`config.mk`:
```
export PLATFORM = sky130hd
export DESIGN_NAME = pgm_sequencer
export DESIGN_NICKNAME = d
export VERILOG_FILES = /design/src/rtl/pgm_pkg.sv /design/src/rtl/pgm_delay_timer.sv /design/src/rtl/pgm_sequencer.sv
export SDC_FILE = /design/constraint.sdc
export NUM_CORES = 1
export LEC_CHECK = 0
export CORE_ASPECT_RATIO = 1.2
export CORE_UTILIZATION = 35
export CTS_CLUSTER_SIZE = 16
export DETAILED_ROUTE_END_ITERATION = 10
export DONT_BUFFER_PORTS = 1
export GPL_ROUTABILITY_DRIVEN = 0
export PLACE_DENSITY = 0.5
export SYNTH_ARGS = -nofsm -noshare
export SYNTH_HDL_FRONTEND = slang
export SYNTH_SLANG_ARGS = --single-unit
```
`constraint.sdc`:
```
create_clock -name clk -period 2.71 [get_ports clk]
set_input_delay 0.4065 -clock clk [delete_from_list [all_inputs] [get_ports clk]]
set_output_delay 0.4065 -clock clk [all_outputs]
set_load 0.005 [all_outputs]
```
`src/rtl/pgm_pkg.sv`:
```
// Shared widths and FSM encoding for the PGM8755 programming sequencer.
package pgm_pkg;

  localparam int ADDR_W  = 11;
  localparam int COUNT_W = 12;
  localparam int DLY_W   = 22;
  localparam int DEPTH   = 1 << ADDR_W;

  typedef enum logic [2:0] {
    ST_IDLE    = 3'd0,
    ST_RD      = 3'd1,
    ST_RD_WAIT = 3'd2,
    ST_SETUP   = 3'd3,
    ST_PULSE   = 3'd4,
    ST_HOLD    = 3'd5,
    ST_VERIFY  = 3'd6,
    ST_DONE    = 3'd7
  } state_t;

  function automatic logic is_busy(input state_t s);
    return s inside {ST_RD, ST_RD_WAIT, ST_SETUP, ST_PULSE, ST_HOLD, ST_VERIFY};
  endfunction

endpackage

```
`src/rtl/pgm_delay_timer.sv`:
```
// Loadable down-counter shared by all timed programming phases.
// Loading N-1 gives N cycles until expired while the phase is active.
module pgm_delay_timer
  import pgm_pkg::*;
(
  input  logic             clk,
  input  logic             rst,
  input  logic             load,
  input  logic [DLY_W-1:0] value,
  output logic             expired
);

  logic [DLY_W-1:0] count;

  // NOTE: sequential state uses non-blocking (<=) so every flop samples pre-edge values.
  always_ff @(posedge clk or posedge rst) begin
    if (rst) begin
      count <= '0;
    end else if (load) begin
      count <= value;
    end else if (count != '0) begin
      count <= count - 1'b1;
    end
  end

  assign expired = (count == '0);

endmodule

```
`src/rtl/pgm_sequencer.sv`:
```
// PGM8755 sequencer: loads host bytes into the 2048x8 buffer, then programs them
// into the 8755 one timed cycle per byte. Define PGM_VERIFY_EN for read-back verify.
module pgm_sequencer
  import pgm_pkg::*;
#(
  parameter int PULSE_CYCLES = 2500000,
  parameter int SETUP_CYCLES = 50
) (
  input  logic               clk,
  input  logic               rst,
  input  logic [7:0]         rx_data,
  input  logic               rx_valid,
  output logic               rx_ready,
  input  logic               start,
  input  logic               abort,
  output logic               buf_dir,
  output logic [ADDR_W-1:0]  buf_addr,
  output logic [7:0]         buf_wdata,
  input  logic [7:0]         buf_rdata,
  output logic [ADDR_W-1:0]  ep_addr,
  output logic [7:0]         ep_data,
  output logic               ep_data_oe,
  output logic               ep_prog,
`ifdef PGM_VERIFY_EN
  input  logic [7:0]         ep_rdata,
  output logic               verify_err,
`endif
  output logic               busy,
  output logic               done,
  output logic [COUNT_W-1:0] byte_count
);

  localparam logic [DLY_W-1:0] SETUP_LOAD = DLY_W'(SETUP_CYCLES - 1);
  localparam logic [DLY_W-1:0] PULSE_LOAD = DLY_W'(PULSE_CYCLES - 1);

  state_t             state_q, state_d;
  logic [ADDR_W-1:0]  rd_ptr;
  logic               full, accept, last_byte, advance;
  logic               tmr_load, tmr_expired;
  logic [DLY_W-1:0]   tmr_value;

  pgm_delay_timer u_timer (
    .clk     (clk),
    .rst     (rst),
    .load    (tmr_load),
    .value   (tmr_value),
    .expired (tmr_expired)
  );

  assign full      = (byte_count == COUNT_W'(DEPTH));
  assign rx_ready  = !rst && (state_q == ST_IDLE) && !full && !start;
  assign accept    = rx_valid && rx_ready;
  assign last_byte = ({1'b0, rd_ptr} == byte_count - 1'b1);
  assign busy      = is_busy(state_q);
  assign done      = (state_q == ST_DONE);

  // The buffer writes on every edge with buf_dir low, so only an accepted byte may drop it.
  assign buf_dir   = !accept;
  assign buf_addr  = (state_q == ST_IDLE) ? byte_count[ADDR_W-1:0] : rd_ptr;
  assign buf_wdata = accept ? rx_data : '0;

  // NOTE: every signal assigned in always_comb gets a default first, so no latch is inferred.
  always_comb begin
    state_d   = state_q;
    tmr_load  = 1'b0;
    tmr_value = SETUP_LOAD;
    if (abort && busy) begin
      state_d = ST_IDLE;
    end else begin
      case (state_q)
        ST_IDLE:    if (start) state_d = (byte_count == '0) ? ST_DONE : ST_RD;
        ST_RD:      state_d = ST_RD_WAIT;
        ST_RD_WAIT: begin
          state_d  = ST_SETUP;
          tmr_load = 1'b1;
        end
        ST_SETUP: if (tmr_expired) begin
          state_d   = ST_PULSE;
          tmr_load  = 1'b1;
          tmr_value = PULSE_LOAD;
        end
        ST_PULSE: if (tmr_expired) begin
          state_d  = ST_HOLD;
          tmr_load = 1'b1;
        end
`ifdef PGM_VERIFY_EN
        ST_HOLD: if (tmr_expired) begin
          state_d  = ST_VERIFY;
          tmr_load = 1'b1;
        end
        ST_VERIFY:  if (tmr_expired) state_d = last_byte ? ST_DONE : ST_RD;
`else
        ST_HOLD:    if (tmr_expired) state_d = last_byte ? ST_DONE : ST_RD;
`endif
        ST_DONE:    state_d = ST_IDLE;
        default:    state_d = ST_IDLE;
      endcase
    end
  end

  assign advance = (state_d == ST_RD) && (state_q != ST_IDLE);

  always_ff @(posedge clk or posedge rst) begin
    if (rst) begin
      state_q    <= ST_IDLE;
      rd_ptr     <= '0;
      byte_count <= '0;
      ep_addr    <= '0;
      ep_data    <= '0;
      ep_prog    <= 1'b0;
      ep_data_oe <= 1'b0;
    end else begin
      state_q <= state_d;
      if (state_q == ST_IDLE) rd_ptr <= '0;
      else if (advance)       rd_ptr <= rd_ptr + 1'b1;
      if (accept)                 byte_count <= byte_count + 1'b1;
      else if (state_q == ST_DONE) byte_count <= '0;
      if (state_q == ST_RD_WAIT) begin
        ep_addr <= rd_ptr;
        ep_data <= buf_rdata;
      end
      // Socket controls are decoded from the next state so they leave a flop glitch-free.
      ep_prog    <= (state_d == ST_PULSE);
      ep_data_oe <= state_d inside {ST_SETUP, ST_PULSE, ST_HOLD};
    end
  end

`ifdef PGM_VERIFY_EN
  always_ff @(posedge clk or posedge rst) begin
    if (rst) begin
      verify_err <= 1'b0;
    end else if (state_q == ST_IDLE && start) begin
      verify_err <= 1'b0;
    end else if (state_q == ST_VERIFY && tmr_expired && !abort && ep_rdata != ep_data) begin
      verify_err <= 1'b1;
    end
  end
`endif

endmodule

```
==> impl_metrics.env <==
export IMPL_seq_area_frac_synth=0.434
export IMPL_max_stage_delay_ps=530
export IMPL_ir_drop_mv=0.555
export IMPL_whs_endpoint="ep_prog"
export IMPL_final_hold_viol_count=0
export IMPL_slew_violations=0
export IMPL_yosys_area_share_simple=0.260
export IMPL_cts_root_buf="clkbuf_16"
export IMPL_max_freq_ghz=0.383
export IMPL_synth_top_family_by_area="simple AND/OR/NAND/NOR gates"
export IMPL_path_delay_family="simple AND/OR/NAND/NOR gates"
export IMPL_min_delay_path_depth=1
export IMPL_syn_nets=467
export IMPL_overflow=0
export IMPL_skew_ps=6.31
export IMPL_via_per_inst=5.32
export IMPL_dieHeight_um=119
export IMPL_cts_buffers=9
export IMPL_placed_cell_area_um2=4490
export IMPL_grt_max_degree=51
export IMPL_diodes=0
export IMPL_synth_area_um2=3980
export IMPL_htreeDepth=3
export IMPL_cts_tree="built"
export IMPL_worst_slew_pin_slew_ps=467
export IMPL_relSlewSlack=0.688
export IMPL_worst_path_buf_inv=1
export IMPL_period_share=0.964
export IMPL_floorplan_initialDensity=0.360
export IMPL_drtIter0Drc=142
export IMPL_worstHoldPathType="input pin to flip-flop"
export IMPL_insertion_delay_ps=340
export IMPL_synth_xor_area_frac=0.0771
export IMPL_switching_share=0.379
export IMPL_die_width_um=99.3
export IMPL_critPathKind="flip-flop to flip-flop"
export IMPL_p_int_mw=2.80
export IMPL_rr_worst_depth=9
export IMPL_clockBufferDepth=2
export IMPL_start_kind="flip-flop"
export IMPL_rows=42
export IMPL_reg2reg_from="u_timer.count[17]"
export IMPL_clkTransAtPathRegs_ps=60
export IMPL_slowest_stage="or4_4"
export IMPL_wl_per_cell_um=16.9
export IMPL_seqPwrFrac=0.322
export IMPL_io_pins=77
export IMPL_setup_viol=0
export IMPL_synth_cells=441
export IMPL_power_frac_comb=0.430
export IMPL_period_needed_ps=2610
export IMPL_dieArea_um2=11800
export IMPL_end_kind="flip-flop"
export IMPL_yosysTopAreaCellShare=0.434
export IMPL_numPortBuffers=0
export IMPL_antenna_found_initial=0
export IMPL_core_um2=11000
export IMPL_synthFlopType="dfrtp_1"
export IMPL_yosys_area_share_adder=0.0157
export IMPL_synth_mux_area_frac=0.0815
export IMPL_reg2reg_slack_ps=100
export IMPL_vias=3318
export IMPL_drc_errors=0
export IMPL_drive_gt1_frac=0.228
export IMPL_synth_edf_count=0
export IMPL_maxCapViolations=0
export IMPL_design_area_um2=4860
export IMPL_track_usage=0.188
export IMPL_rsz0062_at_grt="no"
export IMPL_setup_tns_ps=0
export IMPL_syn_area_per_cell_um2=9.01
export IMPL_synth_compound_area_share=0.0979
export IMPL_p_sw_mw=1.71
export IMPL_worstPathRequired_ps=2980
export IMPL_power_density_nw_per_um2=928
export IMPL_cp_cell_sequence="or4_4 > or3_4 > nor3_4 > o21ai_1 > o211ai_2 > o211ai_4 > buf_6 > or3_1 > a21oi_1"
export IMPL_drtAntennaViolNets=0
export IMPL_async_flop_share=1.00
export IMPL_power_leakage_nw=2.24
export IMPL_dp_hpwl_um=7900
export IMPL_synth_cell_types=52
export IMPL_wl_um=10500
export IMPL_grt_pass1_wl_um=17000
export IMPL_ys_warn_count=0
export IMPL_power_clock_fraction=0.248
export IMPL_dr_pass1_iters=4
export IMPL_r2r_end="rd_ptr[8]"
export IMPL_synth_area_leaders="dfrtp_1, mux2_2, nand2_1, nor2_1, xnor2_1"
export IMPL_ys_seq_elements=69
export IMPL_cts_sinks=69
export IMPL_status="finished, final reports clean"
export IMPL_grt_pass1_vias=3313
export IMPL_synth_largest_area_cell="dfrtp_1"
export IMPL_critPathMaxFanout=6
export IMPL_min_from="abort"
export IMPL_area_growth_pct=22.3
export IMPL_fin_nets=513
export IMPL_cp_arrival_ps=2880
-- flip-flops by register name, summed over array words and instances, names as in the netlist --
signal         flops
state_q            3
byte_count        12
ep_prog            1
ep_addr           11
ep_data_oe         1
rd_ptr            11
ep_data            8
u_timer.count     22
-- how the worst max path moves through the flow --
stage                                 start         to  slack [ps]  cells past startpoint
after floorplan               byte_count[0]  rd_ptr[9]           1                     12
after global placement    u_timer.count[17]  rd_ptr[7]          60                      9
after detailed placement      byte_count[0]  rd_ptr[4]          40                     11
after CTS                     byte_count[0]  rd_ptr[8]           6                     11
after global routing      u_timer.count[17]  rd_ptr[8]          20                      9
final                     u_timer.count[17]  rd_ptr[8]         100                      9
-- repair_timing --
item                                    CTS  global route
hold endpoints to repair                 19             0
endpoints found under the setup margin    0            20
hold buffers                              1             0
setup buffers                             0             1
resized for setup                         0            14
-- power by group through the flow --
stage               sequential (mW)  clock, mW  combinational (mW)
floorplan                      1.43          0                1.28
global placement               1.46          0                1.86
detailed placement             1.47          0                1.88
CTS                            1.45       1.16                1.89
global route                   1.48       1.20                2.14
finish                         1.45       1.12                1.94
-- synth_stat cells (2+ instances only) --
cell type	count
clkbuf_1	18
nand4b_1	2
nand3_1	21
inv_1	13
xor2_1	16
nor3b_1	3
o31a_1	2
a211oi_1	3
nand2b_1	7
or4_1	2
xnor2_1	19
dfrtp_1	69
nor3_2	2
buf_2	2
ha_1	5
nand4_1	7
mux2i_1	11
and3_1	11
o31ai_1	2
o21ai_1	2
nor4_1	6
a21oi_1	13
and2_1	3
nand2_1	52
o41ai_1	3
or3_1	12
o21ai_0	25
nor3_1	15
nor4b_1	2
o211ai_2	2
mux2_2	19
nor2_1	52
-- final cells by class --
class                      count  area, um^2
fill                        1090        6180
timing repair buffer          56         443
clock inverter                 5        35.0
multi-input combinational    337        2180
sequential                    69        1730
clock buffer                  11         253
tap                          132         165
inverter                      14        57.6
-- layer usage --
layer,track usage,up-vias,part of all wire
met5,0,-,0
met4,0.0708,0,0.018
met3,0.0491,11,0.037
met2,0.328,51,0.51
met1,0.219,1618,0.43
li1,-,1638,-
-- through the flow --
step                      power (mW)  instances  hold slack (ps)  utilization  setup slack (ps)
after floorplan                 2.72        441              493            -              1.46
after global routing            4.82        624              146        0.440              20.1
after CTS                       4.50        623              141        0.434              5.72
after detailed placement        3.35        606              333        0.407              37.6
final                           4.51        624              149        0.440              96.8
after global placement          3.32        606              329        0.407              64.7
-- cells by family (layout without fill, tap and decap cells) --
| kind of cell | after synthesis | after routing |
|---|---|---|
| AO/OA/AOI/OAI | 62 | 62 |
| XOR/XNOR | 35 | 35 |
| adder cells (fa/ha/maj) | 5 | 5 |
| buffers and inverters | 35 | 86 |
| flip-flops | 69 | 69 |
| multiplexers | 30 | 30 |
| AND/OR/NAND/NOR | 205 | 205 |
-- cell usage in the layout, fill, tap and decap left out, types with 2 or more instances in the layout --
cell,synthesis,layout
dfrtp_1,69,69
nand2_1,52,52
buf_4,0,52
nor2_1,52,51
o21ai_0,25,25
nand3_1,21,21
mux2_2,19,19
xnor2_1,19,18
xor2_1,16,16
nor3_1,15,14
a21oi_1,13,13
or3_1,12,12
mux2i_1,11,11
and3_1,11,11
inv_1,13,10
clkbuf_16,0,9
nand2b_1,7,7
nand4_1,7,7
nor4_1,6,5
ha_1,5,4
clkinvlp_4,0,4
a211oi_1,3,3
nor3b_1,3,3
nor3_2,2,3
inv_2,1,3
o41ai_1,3,3
nor4b_2,0,2
nor4_2,1,2
nand4b_1,2,2
o31a_1,2,2
o21ai_1,2,2
and2_1,3,2
or4_1,2,2
o31ai_1,2,2
clkbuf_8,0,2
buf_6,0,2
Note: power is estimated with default switching activity, not from simulation.
==> patch (same flow settings) <==
Compare `byte_count` against `COUNT_W'(DEPTH)` with >= in place of ==.
--- a/src/rtl/pgm_sequencer.sv
+++ b/src/rtl/pgm_sequencer.sv
@@ -47,7 +47,7 @@
     .expired (tmr_expired)
   );
 
-  assign full      = (byte_count == COUNT_W'(DEPTH));
+  assign full      = (byte_count >= COUNT_W'(DEPTH));
   assign rx_ready  = !rst && (state_q == ST_IDLE) && !full && !start;
   assign accept    = rx_valid && rx_ready;
   assign last_byte = ({1'b0, rd_ptr} == byte_count - 1'b1);
Function: no difference found for any inputs over 10 cycles, from zero or initial values and one cycle with rst high; that may be too few to reach the edited logic, so the function may still have changed.
==> patch against the unedited design <==
The flow now finishes with violations (negative setup slack). Final area rose by 5.5%. Sequential cell count is the same. Worst setup slack worse by 0.23 ns. Power increased by 8.5%. Routed wire length grew 10%. Via count increased by 7.9%. Critical endpoint is now rd_ptr[0]. Synthesized area rose by 2.8%.
==> patch: results (changes against the unedited design) <==
status: "complete, but fails checks"
violations: "negative setup slack"
hp-class: "primary input to async pin"
nNonClkInverters: 13  # -1
place_ws_ns: -0.1971  # -0.2347 ns
wl_met3_um: 527  # +34%
setup_violations: 11  # +11
met1_usage_pct: 23.27  # +1.4 points
vias: 3581  # +7.9%
crit_arrival_ns: 3.11  # +0.23 ns
synth_seq_area_share_pct: 42.27  # -1.2 points
fin_cells: 661  # +5.9%
synthTopCellsByArea: "dfrtp_1 42%, nand2_1 5.7%, mux2_2 5.2%"
ys_types: 59  # +13%
finalNetCount: 528  # +2.9%
track_usage_pct: 20.12  # +1.3 points
met1_length_mm: 4.651  # +2.4%
drtIter0Drc: 134  # -5.6%
netlist_instances: 453  # +2.7%
reg2reg_to: "rd_ptr[0]"
grt_max_degree: 41  # -20%
gr-usage-met2_pct: 35.83  # +3.0 points
cts-resized-gates: 14  # +14
clock_skew_ns: 0.005474  # -0.0008369 ns
fill_cells: 1109  # +1.7%
drive_gt1_share_pct: 26.23  # +3.5 points
ir_drop_v: 0.0003550  # -36%
n_clock_buffer: 9  # -2
met3_usage_pct: 4.277  # -0.63 points
setup_ws_ns: -0.1374  # -0.2342 ns
post_cts_buffers: 3  # +3
## patch: where the power goes
group / total (mW) / internal, mW / switching (mW)
clock: 1.29 / 0.810 / 0.477
sequential: 1.53 / 1.27 / 0.256
combinational: 2.07 / 0.967 / 1.10
total: 4.89 / 3.05 / 1.84
## patch: per-stage QoR
step | hold slack [ns] | total power, mW
floorplan | 0.5055 | 2.789
global placement | 0.4368 | 3.404
detailed placement | 0.4476 | 3.435
CTS | 0.08293 | 4.858
global route | 0.1079 | 5.197
finish | 0.05256 | 4.889
## patch: kinds of logic (layout without fill, tap and decap cells)
| kind of cell | after synthesis | count (layout) | share of synthesized area (%) |
|---|---|---|---|
| muxes | 25 | 25 | 6.830 |
| buffers and inverters | 39 | 93 | 3.981 |
| xor gates and xnor gates | 27 | 27 | 5.789 |
| adders and majority gates | 5 | 5 | 1.531 |
| DFF | 69 | 69 | 42.27 |
| AOI/OAI and AO/OA | 75 | 75 | 12.07 |
| and+or+nand+nor | 213 | 213 | 27.53 |
